===== src/rtl/rv32i_types.sv =====
// Shared RV32I types: branch compare operations, branch controller states, BHT init value.
// Latency: n/a (types and constants only).
// Backpressure: n/a.
package rv32i_types;

    // Branch compare operation, encoded as the instruction's funct3 field.
    typedef enum logic [2:0] {
        BR_BEQ  = 3'b000,
        BR_BNE  = 3'b001,
        BR_BLT  = 3'b100,
        BR_BGE  = 3'b101,
        BR_BLTU = 3'b110,
        BR_BGEU = 3'b111
    } branch_funct3_t;

    typedef enum logic [1:0] {
        IDLE     = 2'd0,
        RESOLVE  = 2'd1,
        REDIRECT = 2'd2
    } branch_ctrl_state_t;

    // BHT counters start weakly not-taken.
    localparam logic [1:0] BHT_INIT = 2'b01;

endpackage


===== src/rtl/bht_2bit.sv =====
// Branch history table of 2-bit saturating counters.
// Latency: lookup is combinational; an update is visible the cycle after it is written (no bypass).
// Backpressure: none, one lookup and one update per cycle.
// Ports: clk/rst (sync, active-high); lookup_idx -> pred_taken;
//        upd_valid/upd_idx/upd_taken train one counter per cycle.
module bht_2bit
    import rv32i_types::*;
#(
    parameter int IDX_W = 6
) (
    input  logic             clk,
    input  logic             rst,
    input  logic [IDX_W-1:0] lookup_idx,
    output logic             pred_taken,
    input  logic             upd_valid,
    input  logic [IDX_W-1:0] upd_idx,
    input  logic             upd_taken
);

    localparam int ENTRIES = 1 << IDX_W;

    logic [1:0] cnt_q [ENTRIES];

    always_ff @(posedge clk) begin
        if (rst) begin
            for (int i = 0; i < ENTRIES; i++) begin
                cnt_q[i] <= BHT_INIT;
            end
        end else if (upd_valid) begin
            if (upd_taken && (cnt_q[upd_idx] != 2'b11)) begin
                cnt_q[upd_idx] <= cnt_q[upd_idx] + 2'b01;
            end else if (!upd_taken && (cnt_q[upd_idx] != 2'b00)) begin
                cnt_q[upd_idx] <= cnt_q[upd_idx] - 2'b01;
            end
        end
    end

    // Reads the registered counter, so a same-cycle update is not seen yet.
    assign pred_taken = cnt_q[lookup_idx][1];

endmodule


===== src/rtl/branch_ctrl.sv =====
// EX-stage branch resolution: latches one branch, drives the comparator, checks the prediction, redirects on mispredict.
// Latency: resolve one cycle after accept; on mispredict redirect_valid rises the cycle after resolve.
// Backpressure: id_ready drops on mispredict and through REDIRECT; redirect held until redirect_ready.
// Ports: id_* from decode (valid/ready); cmp_* to / cmp_br_en from the external comparator;
//        fetch_pc -> fetch_pred_taken; redirect_* and flush to fetch; resolved_*, mispredict_cnt status.
// Option: define BRANCH_PRED_EN to add the 2-bit BHT; otherwise fetch_pred_taken is static not-taken.
module branch_ctrl
    import rv32i_types::*;
#(
    parameter int BHT_IDX_W = 6
) (
    input  logic        clk,
    input  logic        rst,
    input  logic        id_valid,
    output logic        id_ready,
    input  logic [31:0] id_pc,
    input  logic [31:0] id_target,
    input  logic [31:0] id_rs1,
    input  logic [31:0] id_cmpmux,
    input  logic [2:0]  id_funct3,
    input  logic        id_pred_taken,
    output logic [31:0] cmp_rs1,
    output logic [31:0] cmp_cmpmux,
    output logic [2:0]  cmp_op,
    input  logic        cmp_br_en,
    input  logic [31:0] fetch_pc,
    output logic        fetch_pred_taken,
    output logic        redirect_valid,
    output logic [31:0] redirect_pc,
    input  logic        redirect_ready,
    output logic        flush,
    output logic        resolved_valid,
    output logic        resolved_taken,
    output logic [31:0] mispredict_cnt
);

    branch_ctrl_state_t state_q, state_d;

    // EX register
    logic [31:0] pc_q, target_q, rs1_q, cmpmux_q;
    logic [2:0]  funct3_q;
    logic        pred_q;

    logic [31:0] redirect_pc_q, redirect_pc_d;
    logic [31:0] mispredict_cnt_q, mispredict_cnt_d;

    logic in_resolve;
    logic mispredict;
    logic accept;

    assign in_resolve = (state_q == RESOLVE);
    assign mispredict = in_resolve && (cmp_br_en != pred_q);
    assign id_ready   = (state_q == IDLE) || (in_resolve && !mispredict);
    assign accept     = id_valid && id_ready;

    assign cmp_rs1    = rs1_q;
    assign cmp_cmpmux = cmpmux_q;
    assign cmp_op     = funct3_q;

    assign resolved_valid = in_resolve;
    assign resolved_taken = in_resolve && cmp_br_en;

    // Gated by rst so a reset landing in REDIRECT never lets fetch see a redirect or flush.
    assign redirect_valid = (state_q == REDIRECT) && !rst;
    assign flush          = redirect_valid && redirect_ready;
    assign redirect_pc    = redirect_pc_q;
    assign mispredict_cnt = mispredict_cnt_q;

    always_comb begin
        state_d          = state_q;
        redirect_pc_d    = redirect_pc_q;
        mispredict_cnt_d = mispredict_cnt_q;
        unique case (state_q)
            IDLE: begin
                if (id_valid) state_d = RESOLVE;
            end
            RESOLVE: begin
                if (mispredict) begin
                    // Wrong path: go to the target if taken, else fall through (wraps at 2^32).
                    redirect_pc_d    = cmp_br_en ? target_q : (pc_q + 32'd4);
                    mispredict_cnt_d = mispredict_cnt_q + 32'd1;
                    state_d          = REDIRECT;
                end else if (!id_valid) begin
                    state_d = IDLE;
                end
            end
            REDIRECT: begin
                if (redirect_ready) state_d = IDLE;
            end
            default: state_d = IDLE;
        endcase
    end

    always_ff @(posedge clk) begin
        if (rst) begin
            state_q          <= IDLE;
            pc_q             <= '0;
            target_q         <= '0;
            rs1_q            <= '0;
            cmpmux_q         <= '0;
            funct3_q         <= '0;
            pred_q           <= 1'b0;
            redirect_pc_q    <= '0;
            mispredict_cnt_q <= '0;
        end else begin
            state_q          <= state_d;
            redirect_pc_q    <= redirect_pc_d;
            mispredict_cnt_q <= mispredict_cnt_d;
            if (accept) begin
                pc_q     <= id_pc;
                target_q <= id_target;
                rs1_q    <= id_rs1;
                cmpmux_q <= id_cmpmux;
                funct3_q <= id_funct3;
                pred_q   <= id_pred_taken;
            end
        end
    end

    // Only a slice of fetch_pc indexes the BHT, and none of it is used without one.
    logic unused_fetch_pc;
    assign unused_fetch_pc = ^fetch_pc;

`ifdef BRANCH_PRED_EN
    bht_2bit #(
        .IDX_W (BHT_IDX_W)
    ) u_bht (
        .clk        (clk),
        .rst        (rst),
        .lookup_idx (fetch_pc[BHT_IDX_W+1:2]),
        .pred_taken (fetch_pred_taken),
        .upd_valid  (resolved_valid),
        .upd_idx    (pc_q[BHT_IDX_W+1:2]),
        .upd_taken  (cmp_br_en)
    );
`else
    assign fetch_pred_taken = 1'b0;
`endif

endmodule


===== config.mk =====
export PLATFORM = sky130hd
export DESIGN_NAME = branch_ctrl
export DESIGN_NICKNAME = d
export VERILOG_FILES = /design/src/rtl/rv32i_types.sv /design/src/rtl/bht_2bit.sv /design/src/rtl/branch_ctrl.sv
export SDC_FILE = /design/constraint.sdc
export NUM_CORES = 1
export LEC_CHECK = 0
export ABC_CLOCK_PERIOD_IN_PS = 4400
export CORE_MARGIN = 2
export CORE_UTILIZATION = 49
export CTS_BUF_LIST = sky130_fd_sc_hd__clkbuf_8
export CTS_CLUSTER_SIZE = 30
export DETAILED_ROUTE_END_ITERATION = 7
export PLACE_DENSITY_LB_ADDON = 0.2
export SYNTH_ARGS = -nofsm -noshare
export SYNTH_HDL_FRONTEND = slang
export SYNTH_SLANG_ARGS = --single-unit

===== constraint.sdc =====
create_clock -name clk -period 4.4 [get_ports clk]
set_input_delay 0.88 -clock clk [delete_from_list [all_inputs] [get_ports clk]]
set_output_delay 0.88 -clock clk [all_outputs]
set_load 0.01 [all_outputs]

# Yosys cells after proc, flatten, opt, wreduce, memory -nomap -nowiden
# Cells that the tools add are included.
# W data, S select, Z words.
# totals
register_bits,198
in_bits,169
out_inout_bits,137
wordCells,35
# op_classes
n_addsub,2
eq_ne,6
mux,6
n_reduce_logical,12
# ops
op,n
$add A32 B1 Y32 const B,1
$add A32 B3 Y32 const B,1
$mux W32,1
$mux W2,4
$logic_and A1 B1 Y1,6
$pmux W2 S3,1
$ne A2 B2 Y1 const B,2
$ne A3 B2 Y1 const B,1
$reduce_and A3 Y1,1
$eq A2 B1 Y1 const B,1
$eq A2 B2 Y1 const B,1
$logic_not A1 Y1,2
$logic_not A2 Y1,1
$reduce_and A2 Y1,1
$logic_or A1 B1 Y1,1
$ne A1 B1 Y1,1

# Logic depth before layout (Yosys ltp)
# logic_depth
ltp_word,6
mapped_depth,9
depth_no_buf,6

# Worst setup path before layout
# OpenSTA, ideal clock, no wires.
# synth_path
kind,input port to output port
start,in rst
end,out flush
arrival_ns,1.655
t_required_ns,3.520
slack_ns,1.865
stages,3
n_path_buf,1
path_cell_list,clkbuf_1 > nor3b_1 > and2_1
# synth_between
elab_chain_cells,3
# synth_lines
item,line_no,rtl
from (decl),branch_ctrl.sv:13,"input logic rst,"
$logic_not A1 Y1,branch_ctrl.sv:64,assign redirect_valid = (state_q == REDIRECT) && !rst;
$logic_and A1 B1 Y1,branch_ctrl.sv:64,
net redirect_valid,branch_ctrl.sv:28,"output logic redirect_valid,"
$logic_and A1 B1 Y1,branch_ctrl.sv:65,assign flush = redirect_valid && redirect_ready;
to (decl),branch_ctrl.sv:31,"output logic flush,"
# The timed path passes the listed nets, and every way through them passes these cells.

# Final worst setup path
# layout_path
start,in cmp_br_en
end,out id_ready
# layout_between
elab_chain_cells,5
# layout_lines
item,line_no,rtl
from (decl),branch_ctrl.sv:25,"input logic cmp_br_en,"
$ne A1 B1 Y1,branch_ctrl.sv:52,assign mispredict = in_resolve && (cmp_br_en != pred_q);
$logic_and A1 B1 Y1,branch_ctrl.sv:52,
$logic_not A1 Y1,branch_ctrl.sv:53,assign id_ready = (state_q == IDLE) || (in_resolve && !mispredict);
$logic_and A1 B1 Y1,branch_ctrl.sv:53,
$logic_or A1 B1 Y1,branch_ctrl.sv:53,
to (decl),branch_ctrl.sv:15,"output logic id_ready,"
# Every way passes these cells.

==> results.md <==
- Outcome: finished clean
- Total die area: around 18000 µm²
- Adder-cell area share of the yosys netlist: 0.00310
- Mux cell area share after synthesis: 0.0133
- Clock Tree Buf Depth: 2
- Maximum vdd drop: approximately 230 µV
- First-pass GRT wire length: 35900 µm
- Drt first-iter violations: 486
- Overall power: approximately 3.8 mW
- Worst Path Max Fanout: 3
- Initial antenna violation count: 1
- Setup Skew: 0.0147 ns
- Die Y: 132 µm
- Post-synthesis compound-gate area fraction: 0.134
- Worst skew pair latency: roughly 0.46 ns
- Via count: 7574
- CP endpoint kind: output pin
- Pre-CTS WS: 1.07 ns
- Commonest cells after routing, fill and taps aside: nand2_1, clkdlybuf4s50_1, dfxtp_1
- Hold Startpoint: cmp_rs1[27]
- Gate Count Post-Synth: 1004
- TritonCTS clock tree: yes
- Core footprint: 16000 µm²
- Total grt overflow: 0
- Fin crit share: 0.758
- # resized after CTS: 0
- Drt via density: 5.18
- Max-Cap Viols: 0
- Vias in the first global route: 7178
- Startpoint Class: primary input
- Dpl hpwl: 15300 µm
- PnR worst setup slack: 1.06 ns
- Pint: 2.81 mW
- Fmax: 300 MHz
- Yosys reg bits: 198
- Hold buffers post-CTS: 0
- # rows: 46
- Share of layout cells above drive strength 1: 0.0474
- Ports: 306
- Routed wire length: roughly 22000 µm
- PortBufs: 272
- Syn Area/Cell: 8.04 µm²
- DRC Markers: 0
- Synth Net Count: 1175
- Worst R2R Start: state_q[0]
- Critical Path RT: 3.52 ns
- Net Sw Frac: 0.252
- Register share of total power: 0.517
- Synth async-reset ratio: 0
- Antenna diodes: 0
- WL/cell: 15.1 µm
- Final hold vios: 0
- Largest family of logic cells by synthesized area: simple AND/OR/NAND/NOR gates
- Final nets: 1403
- Hold crit path type: flop to flop
- Die width: 132 µm
- Post-synthesis cell area: 8070 µm²
- Pre-antenna DRT Iters: 5
- Root Buffer: clkbuf_8
- RSZ-0062 raised after global routing: no
- Post-synthesis sequential area ratio: 0.491
- H-Tree Depth: 4
- Worst Path Class, Setup: primary input to output pin
- Tot GR Track Use: 0.251
- Tightest Pin Transition: 0.993 ns
- Final setup viols: 0
- Setup_tns: 0 ns
- CTS Sinks: around 200
- Post-DRT Antenna Nets: 0
- Main synth FF type: dfxtp_1
- Combinational Power Share: 0.144
- Initial Util: 0.505
- YS warnings: 0
- Filler cells: 1390
- Post-CTS setup buffer count: 0
- Number of synthesized flops with an enable pin: 0
- Fin crit period: ~3.3 ns
- GP Congestion: 0.829
- Area growth from synthesis to final layout: 39.9%
- Max-slew violation count: 0
- Clock slew at reported path FFs: 0.09 ns
- Relative slew slack: 0.338
- Post-synthesis cell type count: 47
- PwrDens: 333 nW/µm²
- WP data arrival: 2.46 ns
- Post-Synth XOR/XNOR Area: 0.0573
- Largest net degree at the start of global routing: 105
- Synth Area in Simple Gates: 0.262
- Psw: 0.949 mW
- Critical Path Start: cmp_br_en
- Most common cell after layout, fill and taps aside: nand2_1
- Leakage: 4.19 nW
- TritonCTS Buffers: 17
- Register-to-register setup slack: 1.77 ns
- Clk pwr share: 0.339
==> Yosys cell counts (13+ instances only) <==
cell type    n  share of area
a21oi_1    158          0.098
and3_1      27          0.021
buf_2       25          0.015
clkbuf_1    43          0.020
dfxtp_1    198           0.49
nand2_1    302           0.14
nand3_1     22          0.014
nand4_1     18          0.014
nor2_1      41          0.019
o21ai_0     13         0.0081
o22ai_1     14          0.011
xnor2_1     19          0.021
xor2_1      32          0.035
==> stage by stage <==
stage / hold slack, ns / cells / util / area (µm²)
after global routing: 0.472 / 1461 / 0.706 / 11300
after floorplan: 0.431 / 1004 / - / 8070
final: 0.456 / 1461 / 0.706 / 11300
after CTS: 0.457 / 1461 / 0.706 / 11300
after detailed placement: 0.445 / 1429 / 0.679 / 10900
after global placement: 0.439 / 1429 / 0.679 / 10900
==> area by class of cell <==
class	instances	area [µm²]	share of cell area
Sequential cell	198	3960	0.351
Multi-Input combinational cell	732	3800	0.336
Timing Repair Buffer	281	2820	0.249
Tap cell	216	270	0.0239
Clock buffer	19	262	0.0231
Clock inverter	13	178	0.0157
Inverter	2	7.51	0.000665
==> flip-flops by register name, summed over array words and instances (netlist names), 2 cells and up <==
register / count
redirect_pc: 32
target_q: 32
cmp_cmpmux: 32
cmp_op: 3
mispredict_cnt: 32
state_q: 2
pc_q: 32
cmp_rs1: 32
==> critical path: stages <==
cell and delay [ns]:
clkdlybuf4s50_1 0.49, xor2_1 0.21, a21oi_2 0.29, clkdlybuf4s50_1 0.59
==> power by group through the flow <==
stage	logic (mW)	registers [mW]	clock network (mW)
2_1_floorplan	0.236	2.00	0
3_3_place_gp	0.539	1.98	0
3_5_place_dp	0.544	1.99	0
4_1_cts	0.547	1.94	1.31
5_1_grt	0.593	1.96	1.38
6_report	0.541	1.94	1.28
==> cell families (layout without fill, tap and decap cells) <==
| family | Yosys count | count (layout) |
|---|---|---|
| other | 1 | 1 |
| buffers and inverters | 74 | 315 |
| and+or+nand+nor | 464 | 464 |
| AOI/OAI and AO/OA | 203 | 203 |
| adders and majority gates | 2 | 2 |
| xor gates and xnor gates | 52 | 52 |
| muxes | 10 | 10 |
| DFF | 198 | 198 |
==> final timing paths <==
path	endpoint	cells past startpoint
setup / recovery	id_ready	4
hold / removal	cmp_rs1[27]	2
setup reg to reg	redirect_pc[29]	5
hold reg to reg	cmp_rs1[27]	2
==> metal layers <==
layer / routed length, µm / up-vias / track usage
li1: - / 3820 / -
met1: 9270 / 3499 / 0.307
met2: 10700 / 231 / 0.416
met3: 1800 / 22 / 0.0942
met4: 302 / 2 / 0.0687
met5: 16 / - / 0
Note: power is estimated with default switching activity, not from simulation.
